===== src/rtl/fifo_wr_ctrl.sv =====
// Write-side controller of the async FIFO: accepts the write stream, drives the RAM
// write port, keeps the binary write pointer and derives level/full flags plus flush handshake.
module fifo_wr_ctrl #(
  parameter int DATA_WIDTH = 32,
  parameter int ADDR_W     = 4,
  parameter int AF_LEVEL   = 12
) (
  input  logic                  clk_snd,
  input  logic                  rst,
  input  logic                  wr_req,
  input  logic [DATA_WIDTH-1:0] wr_data,
  output logic                  wr_rdy,
  input  logic [ADDR_W:0]       rd_ptr_sync,
  output logic [ADDR_W:0]       wr_ptr_bin,
  output logic                  mem_we,
  output logic [ADDR_W-1:0]     mem_waddr,
  output logic [DATA_WIDTH-1:0] mem_wdata,
  output logic [ADDR_W:0]       level,
  output logic                  full,
  output logic                  almost_full,
  output logic                  overflow,
  input  logic                  ovf_clr,
  output logic                  ptr_err,
  input  logic                  flush_req,
  output logic                  flush_ack
);

  localparam int             DEPTH   = 2**ADDR_W;
  localparam logic [ADDR_W:0] DEPTH_V = (ADDR_W+1)'(DEPTH);
  localparam logic [ADDR_W:0] AF_V    = (ADDR_W+1)'(AF_LEVEL);

  typedef enum logic [1:0] {
    S_RUN,
    S_DRAIN,
    S_DONE
  } state_t;

  state_t          r_state;
  logic [ADDR_W:0] r_wr_ptr;
  logic            r_overflow;
  logic            r_ptr_err;
  logic            r_flush_ack;

  logic [ADDR_W:0] w_level;
  logic            w_full;
  logic            w_level_bad;
  logic            w_wr_rdy;
  logic            w_accept;

  // Extra pointer MSB lets a wrapping subtraction tell full (DEPTH) from empty (0).
  assign w_level     = r_wr_ptr - rd_ptr_sync;
  assign w_full      = (w_level == DEPTH_V);
  assign w_level_bad = (w_level > DEPTH_V);

  assign w_wr_rdy = (r_state == S_RUN) & ~w_full & ~r_ptr_err;
  assign w_accept = wr_req & w_wr_rdy;

  assign wr_rdy      = w_wr_rdy;
  assign wr_ptr_bin  = r_wr_ptr;
  assign mem_we      = w_accept;
  assign mem_waddr   = r_wr_ptr[ADDR_W-1:0];
  assign mem_wdata   = wr_data;
  assign level       = w_level;
  assign full        = w_full;
  assign almost_full = (w_level >= AF_V);
  assign overflow    = r_overflow;
  assign ptr_err     = r_ptr_err;
  assign flush_ack   = r_flush_ack;

  always_ff @(posedge clk_snd or negedge rst) begin
    if (!rst) begin
      r_state     <= S_RUN;
      r_wr_ptr    <= '0;
      r_overflow  <= 1'b0;
      r_ptr_err   <= 1'b0;
      r_flush_ack <= 1'b0;
    end else begin
      // +1 only, so the gray-coded copy crossing domains flips a single bit per step.
      if (w_accept) begin
        r_wr_ptr <= r_wr_ptr + 1'b1;
      end

      // Refused writes only count as overflow while running; a drain refuses silently.
      if ((r_state == S_RUN) && wr_req && !w_wr_rdy) begin
        r_overflow <= 1'b1;
      end else if (ovf_clr) begin
        r_overflow <= 1'b0;
      end

      if (w_level_bad) begin
        r_ptr_err <= 1'b1;
      end

      case (r_state)
        S_RUN: begin
          if (flush_req) begin
            r_state <= S_DRAIN;
          end
        end
        S_DRAIN: begin
          if (w_level == '0) begin
            r_state     <= S_DONE;
            r_flush_ack <= 1'b1;
          end
        end
        S_DONE: begin
          if (!flush_req) begin
            r_state     <= S_RUN;
            r_flush_ack <= 1'b0;
          end
        end
        default: begin
          r_state     <= S_RUN;
          r_flush_ack <= 1'b0;
        end
      endcase
    end
  end

endmodule


===== config.mk =====
export PLATFORM = sky130hd
export DESIGN_NAME = fifo_wr_ctrl
export DESIGN_NICKNAME = d
export VERILOG_FILES = /design/src/rtl/fifo_wr_ctrl.sv
export SDC_FILE = /design/constraint.sdc
export NUM_CORES = 1
export LEC_CHECK = 0
export BUFFER_PORTS_ARGS = -buffer_cell sky130_fd_sc_hd__buf_2
export CORE_MARGIN = 1
export CORE_UTILIZATION = 30
export DETAILED_ROUTE_END_ITERATION = 10
export HOLD_SLACK_MARGIN = 0.1
export PLACE_DENSITY = 0.74
export SKIP_LAST_GASP = 1
export SYNTH_ARGS = -nofsm -noshare
export SYNTH_HDL_FRONTEND = slang
export SYNTH_SLANG_ARGS = --single-unit

===== constraint.sdc =====
create_clock -name clk_snd -period 2.7 [get_ports clk_snd]
set_input_delay 0.135 -clock clk_snd [delete_from_list [all_inputs] [get_ports clk_snd]]
set_output_delay 0.135 -clock clk_snd [all_outputs]
set_load 0.02 [all_outputs]

# After elaboration in Yosys (flattened, before gate mapping)
# Index checks and enable logic that the tools add are counted.
[op_classes]
mux = 9
reduce_logical = 8
bitwise_logic = 6
magnitude_cmp = 2
eq_ne = 6
add_sub_neg = 2
[ops]
columns = ["operator", "count"]
rows = [
  ["$mux 2", 3],
  ["$ne 2x2->1 const B", 3],
  ["$pmux 2 s3", 1],
  ["$reduce_and 3->1", 2],
  ["$add 5x1->5 const B", 1],
  ["$eq 5x5->1 const B", 1],
  ["$ge 5x4->1 const B", 1],
  ["$gt 5x5->1 const B", 1],
  ["$logic_not 5->1", 1],
  ["$sub 5x5->5", 1],
  ["$mux 1", 4],
  ["$and 1x1->1", 3],
  ["$not 1->1", 3],
  ["$pmux 1 s3", 1],
  ["$eq 2x1->1 const B", 1],
  ["$eq 2x2->1 const B", 1],
  ["$logic_and 1x1->1", 2],
  ["$logic_not 2->1", 1],
  ["$reduce_bool 2->1", 1],
  ["$logic_not 1->1", 1],
]
[totals]
ff_bits = 10
elab_cells = 38
output_inout_bits = 53
input_bits = 42

# Logic depth before layout (Yosys ltp)
# Gate-level depths: netlist of run 1.
[logic_depth]
depth_word = 8
depth_mapped = 9
ltp_nobuf = 9

# Worst setup path after synthesis of run 1
# No wires, ideal clock.
[synth_path]
path_type = "register to register"
startpoint = "register r_wr_ptr[0] (netlist: wr_ptr_bin[0])"
endpoint = "register r_wr_ptr[1] (netlist: wr_ptr_bin[1])"
stages_incl_launch_ff = 9
arrival_ns = 2.400
setup_slack_ns = 0.175
period_less_slack_ns = 2.525
required_time_ns = 2.575
cell_sequence = "dfrtp_1 -> inv_1 -> ha_1 -> fa_1 -> xnor2_2 -> nor2_2 -> mux2i_4 -> o211ai_4 -> mux2_4"
[synth_between]
elab_chain_len = 6
[synth_lines]
columns = ["element", "line_no", "text"]
rows = [
  ["start, declared", "39", "logic [ADDR_W:0] r_wr_ptr;"],
  ["start signal, assigned", "80", "r_wr_ptr <= r_wr_ptr + 1'b1;"],
  ["$sub 5x5->5", "51", "assign w_level = r_wr_ptr - rd_ptr_sync;"],
  ["named net level[2]", "18", "output logic [ADDR_W:0] level,"],
  ["$eq 5x5->1", "52", "assign w_full = (w_level == DEPTH_V);"],
  ["$not 1->1", "55", "assign w_wr_rdy = (r_state == S_RUN) & ~w_full & ~r_ptr_err;"],
  ["$and 1x1->1 (2 in series)", "55", ""],
  ["$and 1x1->1", "56", "assign w_accept = wr_req & w_wr_rdy;"],
]
# The timed path passes the listed nets, and every way through them passes these cells.
# A chain may end at the register's enable or synchronous reset.

# Worst setup path in the final report of run 1
[layout_path]
startpoint = "register r_wr_ptr[0] (netlist: wr_ptr_bin[0])"
endpoint = "output port mem_we"
[layout_between]
elab_chain_len = 6
[layout_lines]
columns = ["element", "line_no", "text"]
rows = [
  ["$sub 5x5->5", "51", ""],
  ["$eq 5x5->1", "52", ""],
  ["$not 1->1", "55", ""],
  ["$and 1x1->1 (2 in series)", "55", ""],
  ["$and 1x1->1", "56", ""],
  ["end, declared", "15", "output logic mem_we,"],
]
# Every way passes these cells.

==> impl_metrics.prom, run 1 <==
# TYPE chip_impl_metric gauge
chip_impl_info{name="outcome",value="complete, no violations"} 1
chip_impl_metric{name="die-height",unit="um"} 61.1
chip_impl_metric{name="static-leakage-power",unit="nW"} 0.545
chip_impl_metric{name="timing.reg2reg.setup_slack",unit="ns"} 0.32
chip_impl_metric{name="via_count",unit=""} 696
chip_impl_metric{name="boundaryPins",unit=""} 95
chip_impl_metric{name="ir_drop",unit="V"} 0.000190
chip_impl_metric{name="final_min_period",unit="ns"} 2.57
chip_impl_metric{name="synth.mux.area_fraction",unit="%"} 3.58
chip_impl_metric{name="post_synth_simple_gate_area",unit="%"} 12.7
chip_impl_metric{name="clk_latency",unit="ns"} 0.25
chip_impl_info{name="endpoint_of_the_worst_register_to_register_path",value="wr_ptr_bin[1]"} 1
chip_impl_metric{name="layout.filler_cells",unit=""} 379
chip_impl_metric{name="netlist_instances",unit=""} 112
chip_impl_metric{name="wire_length_of_the_first_global_routing_pass",unit="um"} 2500
chip_impl_metric{name="drt_pass1_iterations",unit=""} 4
chip_impl_metric{name="placeableCoreArea",unit="um^2"} 3340
chip_impl_metric{name="place_congestion",unit=""} 0.759
chip_impl_metric{name="core.rowCount",unit=""} 21
chip_impl_metric{name="postRouteAntennaNets",unit=""} 0
chip_impl_info{name="start_kind",value="flop"} 1
chip_impl_metric{name="synth_compound_area_share",unit="%"} 10.9
chip_impl_metric{name="drt-wirelength-per-cell",unit="um"} 11.0
chip_impl_info{name="setup.worst_path.end_class",value="output pin"} 1
chip_impl_metric{name="routedLengthMet1",unit="um"} 748
chip_impl_metric{name="worst_hold_slack",unit="ns"} 0.159
chip_impl_info{name="worstHoldPathType",value="in -> reg"} 1
chip_impl_metric{name="min_period_over_period",unit="%"} 95.0
chip_impl_metric{name="grtUsageTotal",unit="%"} 9.01
chip_impl_metric{name="clock_sink_count",unit=""} 10
chip_impl_metric{name="synth_seq_area_share",unit="%"} 23.9
chip_impl_info{name="hp-start",value="ovf_clr"} 1
chip_impl_metric{name="final.setup.tns",unit="ns"} 0
chip_impl_info{name="rsz_0062_raised_after_global_routing",value="false"} 1
chip_impl_metric{name="synth-warning-count",unit=""} 0
chip_impl_metric{name="worst_hold_path_cells",unit=""} 3
chip_impl_metric{name="timing.clock.skew",unit="ns"} 0.00269
chip_impl_metric{name="grt_start_max_net_pins",unit=""} 11
chip_impl_metric{name="design.final.nets",unit=""} 164
chip_impl_info{name="mostFrequentLayoutCell",value="buf_2"} 1
chip_impl_metric{name="viasPerCell",unit=""} 4.35
chip_impl_info{name="routed.top_layer",value="met4"} 1
chip_impl_metric{name="yosys.area_share.adder",unit="%"} 7.89
chip_impl_metric{name="maxCapViolCount",unit=""} 0
chip_impl_metric{name="drive_above_1_share",unit="%"} 44.7
chip_impl_info{name="clockRootBuffer",value="clkbuf_4"} 1
chip_impl_info{name="main_combinational_cell_family_by_area_after_synthesis",value="buffers and inverters"} 1
chip_impl_metric{name="final_hold_viol_count",unit=""} 0
chip_impl_info{name="criticalPathCategory",value="reg -> out"} 1
chip_impl_metric{name="first_global_vias",unit=""} 586
chip_impl_metric{name="grt.overflow.total",unit=""} 0
chip_impl_metric{name="number_of_buffers_added_by_the_clock_tree_synthesis_step",unit=""} 3
chip_impl_metric{name="drcViolationCount",unit=""} 0
chip_impl_metric{name="netlist_area",unit="um^2"} 1050
chip_impl_metric{name="cts.reportedPaths.clkPinSlew",unit="ns"} 0.06
chip_impl_metric{name="routed-wl-met2",unit="um"} 802
chip_impl_metric{name="routed-wl-met3",unit="um"} 170
chip_impl_metric{name="antenna-diode-count",unit=""} 0
chip_impl_info{name="yosys-top-cells-area",value="buf_4, dfrtp_1, ha_1, inv_1, xnor2_1"} 1
chip_impl_info{name="holdPathEnd",value="overflow"} 1
chip_impl_metric{name="sequential_area",unit="um^2"} 251
chip_impl_info{name="reg2reg_from",value="wr_ptr_bin[0]"} 1
chip_impl_metric{name="antenna_violations_before_repair",unit=""} 0
chip_impl_metric{name="synthDistinctLibCells",unit=""} 36
chip_impl_metric{name="dieWidth",unit="um"} 61.1
chip_impl_metric{name="setup_viol",unit=""} 0
chip_impl_info{name="synth.largest_area_cell",value="buf_4"} 1
chip_impl_metric{name="numPlacedInstances",unit=""} 151
chip_impl_metric{name="synth-xor-area-share",unit="%"} 9.92
chip_impl_metric{name="syn_avg_cell_area",unit="um^2"} 9.35
chip_impl_metric{name="postLayoutCoreUtil",unit="%"} 31.3
chip_impl_metric{name="htree_levels",unit=""} 1
chip_impl_metric{name="worstPathArrival",unit="ns"} 2.43
chip_impl_metric{name="finalPower",unit="mW"} 0.436
chip_impl_metric{name="final-instance-count-excl-fill",unit=""} 160
chip_impl_metric{name="slew_viol_final",unit=""} 0
chip_impl_metric{name="max-clock-path-buffers",unit=""} 2
chip_impl_metric{name="dp_hpwl",unit="um"} 1400
chip_impl_info{name="cts_tree",value="built"} 1
chip_impl_metric{name="detail_route.wirelength",unit="um"} 1760
chip_impl_metric{name="start_util",unit="%"} 31.4
chip_impl_metric{name="worst_slew_margin_rel",unit="%"} 66.9
chip_impl_metric{name="ys_seq_elements",unit=""} 10
chip_impl_metric{name="synth_fp_nets",unit=""} 160
chip_impl_metric{name="cellPowerDensity",unit="nW/um^2"} 418
chip_impl_metric{name="worst-slew-pin-transition",unit="ns"} 0.493
chip_impl_metric{name="die_area",unit="um^2"} 3730
chip_impl_metric{name="r2r_cells",unit=""} 8
chip_impl_metric{name="combined_area_of_the_multi_input_logic_cells",unit="um^2"} 470
chip_impl_metric{name="buffer_ports.inserted",unit=""} 30
chip_impl_metric{name="maxClockFrequency",unit="GHz"} 0.390
chip_impl_metric{name="synthDominantCellAreaShare",unit="%"} 25.8
chip_impl_metric{name="req_time_crit_path",unit="ns"} 2.57
chip_impl_metric{name="crit_path_max_fanout",unit=""} 6
chip_impl_metric{name="drtIter0Drc",unit=""} 21
chip_impl_info{name="most-common-layout-cells",value="buf_2, inv_1, nor2_1, dfrtp_1"} 1
chip_impl_metric{name="area.growth.synth_to_final",unit="%"} -0.239
-- flip-flops by register name, summed over array words and instances (netlist names) --
signal	count
r_state	2
wr_ptr_bin	5
overflow	1
ptr_err	1
flush_ack	1
-- cells by family (layout without fill, tap and decap cells) --
family          after synthesis  after routing
compound gates               13             13
fa+ha+maj                     6              6
buf+inv                      49             51
simple gates                 24             24
flops                        10             10
xor+xnor                      8              8
mux                           2              2
-- repair_timing --
action,4_1_cts,5_1_grt
resized for setup,0,1
hold buffers,1,0
endpoints found under the setup margin,0,2
setup buffers,0,5
endpoints found under the hold margin,10,0
-- worst max-delay path by stage --
| stage | slack, ns | start | end | cells past startpoint |
|---|---|---|---|---|
| global placement | 0.35 | wr_ptr_bin[0] | wr_ptr_bin[1] | 8 |
| CTS | 0.04 | wr_ptr_bin[0] | mem_we | 9 |
| detailed placement | 0.25 | wr_ptr_bin[0] | wr_ptr_bin[1] | 8 |
| floorplan | 0.17 | wr_ptr_bin[0] | wr_ptr_bin[1] | 8 |
| global route | 0.01 | wr_ptr_bin[0] | wr_rdy | 9 |
| finish | 0.13 | wr_ptr_bin[0] | mem_we | 9 |
-- final cells by class --
class                   instances  share of cell area [%]
multi-input cells              53                    45.0
well taps                      46                    5.51
repair buffers                 36                    18.9
inverters                      12                    4.31
clock buffers                   3                    2.16
flip-flops and latches         10                    24.1
-- report_power, final --
part | internal [mW] | switching [mW]
registers | 0.164 | 0.0159
clock network | 0.0512 | 0.0450
logic | 0.0652 | 0.0946
-- worst max-delay path, stage by stage, from the launching register on --
cell and delay [ns]:
dfrtp_2 0.40, inv_1 0.05, ha_1 0.20, fa_1 0.51
inv_1 0.08, nor4_4 0.32, mux2i_4 0.15, o211ai_4 0.22
inv_1 0.07, buf_2 0.16
-- cells in the mapped netlist --
cell	n
a211oi_1	1
a21o_1	2
a21o_2	1
a21oi_1	1
a21oi_4	1
a32o_1	1
buf_4	36
buf_6	1
dfrtp_1	10
fa_1	1
ha_1	5
inv_1	11
inv_2	1
mux2_4	1
mux2i_4	1
nand2_1	5
nand2b_1	1
nand3_1	1
nand3b_1	1
nand4_1	2
nor2_1	9
nor2_2	1
nor3_1	1
nor3_2	1
nor4_4	1
o2111ai_1	1
o211ai_4	1
o21ai_0	2
o21ai_1	1
o22ai_1	1
or3_1	1
xnor2_1	4
xnor2_2	1
xor2_1	1
xor2_2	1
xor2_4	1
-- metal layers --
| layer | track usage (%) | up-vias |
|---|---|---|
| met5 | 0 | - |
| met4 | 5.19 | 0 |
| met3 | 2.73 | 12 |
| met1 | 12.0 | 311 |
| li1 | - | 331 |
| met2 | 12.9 | 42 |
-- through the flow --
stage / setup WS [ns] / area (um^2)
2_1_floorplan: 0.175 / 1050
3_3_place_gp: 0.348 / 973
3_5_place_dp: 0.255 / 973
4_1_cts: 0.0432 / 1010
5_1_grt: 0.0100 / 1040
6_report: 0.134 / 1040
Note: power is estimated with default switching activity, not from simulation.
==> inputs of run 2 (changes only) <==
--- a/config.mk
+++ b/config.mk
@@ -5,7 +5,7 @@
 export SDC_FILE = /design/constraint.sdc
 export NUM_CORES = 1
 export LEC_CHECK = 0
-export BUFFER_PORTS_ARGS = -buffer_cell sky130_fd_sc_hd__buf_2
+export BUFFER_PORTS_ARGS = -buffer_cell sky130_fd_sc_hd__buf_4
 export CORE_MARGIN = 1
 export CORE_UTILIZATION = 30
 export DETAILED_ROUTE_END_ITERATION = 10
==> constraint.sdc (replaced) <==
create_clock -name clk_snd -period 2.7 [get_ports clk_snd]
set_input_delay 0 -clock clk_snd [delete_from_list [all_inputs] [get_ports clk_snd]]
set_output_delay 0 -clock clk_snd [all_outputs]
set_load 0.02 [all_outputs]
==> impl_metrics.prom, run 2 (same netlist as run 1, synthesis figures left out) <==
# TYPE chip_impl_metric gauge
chip_impl_info{name="outcome",value="complete, no violations"} 1
chip_impl_metric{name="worst_hold_path_cells",unit=""} 4
chip_impl_metric{name="drt_pass1_iterations",unit=""} 4
chip_impl_metric{name="grt_start_max_net_pins",unit=""} 11
chip_impl_metric{name="number_of_buffers_added_by_the_clock_tree_synthesis_step",unit=""} 3
chip_impl_metric{name="area.growth.synth_to_final",unit="%"} 41.8
chip_impl_metric{name="via_count",unit=""} 853
chip_impl_metric{name="dieWidth",unit="um"} 61.1
chip_impl_metric{name="grtUsageTotal",unit="%"} 11.8
chip_impl_info{name="most-common-layout-cells",value="dlygate4sd3_1, buf_4, inv_1, dfrtp_1, nor2_1"} 1
chip_impl_metric{name="clock_sink_count",unit=""} 10
chip_impl_metric{name="placedInstanceArea",unit="um^2"} 1050
chip_impl_metric{name="final_min_period",unit="ns"} 2.48
chip_impl_metric{name="design.final.nets",unit=""} 199
chip_impl_metric{name="buffer_ports.inserted",unit=""} 30
chip_impl_metric{name="htree_levels",unit=""} 1
chip_impl_metric{name="drtIter0Drc",unit=""} 6
chip_impl_info{name="clockRootBuffer",value="clkbuf_4"} 1
chip_impl_info{name="criticalPathCategory",value="reg -> out"} 1
chip_impl_metric{name="grt.overflow.total",unit=""} 0
chip_impl_metric{name="clk_latency",unit="ns"} 0.26
chip_impl_metric{name="viasPerCell",unit=""} 4.35
chip_impl_metric{name="antenna-diode-count",unit=""} 0
chip_impl_metric{name="min_period_over_period",unit="%"} 91.8
chip_impl_info{name="endpoint_of_the_worst_register_to_register_path",value="wr_ptr_bin[1]"} 1
chip_impl_info{name="worstPathCellList",value="inv_1 -> ha_1 -> fa_1 -> inv_1 -> nor4_4 -> mux2i_4 -> o211ai_4 -> inv_1 -> buf_4"} 1
chip_impl_info{name="holdPathEnd",value="level[0]"} 1
chip_impl_info{name="worstHoldPathType",value="in -> out"} 1
chip_impl_metric{name="wire_length_of_the_first_global_routing_pass",unit="um"} 3230
chip_impl_metric{name="placeableCoreArea",unit="um^2"} 3340
chip_impl_metric{name="antenna_violations_before_repair",unit=""} 0
chip_impl_metric{name="maxClockFrequency",unit="GHz"} 0.403
chip_impl_info{name="start_kind",value="flop"} 1
chip_impl_metric{name="final_area",unit="um^2"} 1490
chip_impl_info{name="hp-start",value="rd_ptr_sync[0]"} 1
chip_impl_metric{name="slew_viol_final",unit=""} 0
chip_impl_metric{name="boundaryPins",unit=""} 95
chip_impl_metric{name="core.rowCount",unit=""} 21
chip_impl_metric{name="timing.clock.skew",unit="ns"} 0.00369
chip_impl_metric{name="final.setup.tns",unit="ns"} 0
chip_impl_metric{name="crit_path_largest_cell_delay",unit="ns"} 0.51
chip_impl_metric{name="detail_route.wirelength",unit="um"} 2130
chip_impl_metric{name="worstPathArrival",unit="ns"} 2.48
chip_impl_metric{name="ir_drop",unit="V"} 0.000274
chip_impl_info{name="mostFrequentLayoutCell",value="dlygate4sd3_1"} 1
chip_impl_metric{name="cts_resized",unit=""} 0
chip_impl_metric{name="static-leakage-power",unit="nW"} 0.716
chip_impl_metric{name="start_util",unit="%"} 31.4
chip_impl_metric{name="place_congestion",unit=""} 0.796
chip_impl_metric{name="postRouteAntennaNets",unit=""} 0
chip_impl_metric{name="worst-slew-pin-transition",unit="ns"} 0.501
chip_impl_metric{name="drcViolationCount",unit=""} 0
chip_impl_info{name="reg2reg_from",value="wr_ptr_bin[0]"} 1
chip_impl_metric{name="cellPowerDensity",unit="nW/um^2"} 382
chip_impl_info{name="rsz_0062_raised_after_global_routing",value="false"} 1
chip_impl_info{name="setup.worst_path.end_class",value="output pin"} 1
chip_impl_metric{name="maxCapViolCount",unit=""} 0
chip_impl_metric{name="cts.reportedPaths.clkPinSlew",unit="ns"} 0.06
chip_impl_metric{name="max-clock-path-buffers",unit=""} 2
chip_impl_metric{name="dp_hpwl",unit="um"} 1500
chip_impl_metric{name="setup_viol",unit=""} 0
chip_impl_metric{name="r2r_cells",unit=""} 8
chip_impl_metric{name="die-height",unit="um"} 61.1
chip_impl_metric{name="largest_register_ffs",unit=""} 5
chip_impl_metric{name="req_time_crit_path",unit="ns"} 2.70
chip_impl_metric{name="die_area",unit="um^2"} 3730
chip_impl_metric{name="drt-wirelength-per-cell",unit="um"} 10.9
chip_impl_metric{name="final_hold_viol_count",unit=""} 0
chip_impl_metric{name="worst_slew_margin_rel",unit="%"} 66.4
chip_impl_metric{name="drive_above_1_share",unit="%"} 33.3
chip_impl_metric{name="worst_hold_slack",unit="ns"} 0.454
chip_impl_metric{name="timing.reg2reg.setup_slack",unit="ns"} 0.28
chip_impl_info{name="cell_with_the_biggest_individual_delay_on_the_critical_path",value="fa_1"} 1
chip_impl_metric{name="finalPower",unit="mW"} 0.567
chip_impl_info{name="worst_path_most_repeated_cell",value="inv_1"} 1
chip_impl_metric{name="crit_path_max_fanout",unit=""} 6
chip_impl_metric{name="postLayoutCoreUtil",unit="%"} 44.5
chip_impl_info{name="cts_tree",value="built"} 1
chip_impl_metric{name="first_global_vias",unit=""} 750
run 2: cell count changes in the layout (fill, tap and decap cells not counted), sizes merged:
| cell | previous run | this run |
|---|---|---|
| buf | 35 | 34 |
| clkbuf | 3 | 4 |
| dlygate4sd3 | 1 | 37 |
run 2: cell type report:
class | count | area (um^2)
Sequential cell | 10 | 250
Timing Repair Buffer | 71 | 626
Inverter | 12 | 45.0
Tap cell | 46 | 57.6
Fill cell | 328 | 1850
Multi-Input combinational cell | 53 | 470
Clock buffer | 4 | 36.3
run 2: worst max-delay path: cells and delay by family, from the launching register on:
| kind | cells | cell delay (ns) |
|---|---|---|
| adders and majority gates | 2 | 0.71 |
| DFF | 1 | 0.44 |
| AOI/OAI and AO/OA | 1 | 0.22 |
| muxes | 1 | 0.15 |
| and+or+nand+nor | 1 | 0.32 |
| buffers and inverters | 4 | 0.38 |
run 2: repair_timing:
item | CTS | global route
hold buffers | 37 | 0
setup buffers | 0 | 4
endpoints found under the setup margin | 0 | 1
endpoints found under the hold margin | 46 | 0
run 2: power by group:
| part | internal, mW | switching, mW |
|---|---|---|
| Sequential | 0.164 | 0.0166 |
| Clock | 0.0817 | 0.0494 |
| Combinational | 0.117 | 0.138 |
run 2: worst max path at each step:
stage / from / to / slack, ns / cells past startpoint
2_1_floorplan: wr_ptr_bin[0] / wr_ptr_bin[1] / 0.17 / 8
3_3_place_gp: wr_ptr_bin[0] / wr_ptr_bin[1] / 0.34 / 8
3_5_place_dp: wr_ptr_bin[0] / wr_ptr_bin[1] / 0.26 / 8
4_1_cts: wr_ptr_bin[0] / mem_we / 0.17 / 9
5_1_grt: wr_ptr_bin[0] / wr_rdy / 0.01 / 9
6_report: wr_ptr_bin[0] / mem_we / 0.22 / 9
run 2: through the flow:
| step | cells | worst slack (ns) |
|---|---|---|
| global route | 196 | 0.0140 |
| global placement | 151 | 0.341 |
| detailed placement | 151 | 0.261 |
| CTS | 192 | 0.171 |
| finish | 196 | 0.220 |
| floorplan | 112 | 0.175 |
run 2: per-layer routing:
layer	up-vias	part of all wire (%)	routed length, um	track usage (%)
met3	0	8.0	170	2.31
met4	0	0	0	2.92
li1	408	-	-	-
met2	56	54	1140	21.7
met1	389	39	819	13.9
met5	-	0	0	0
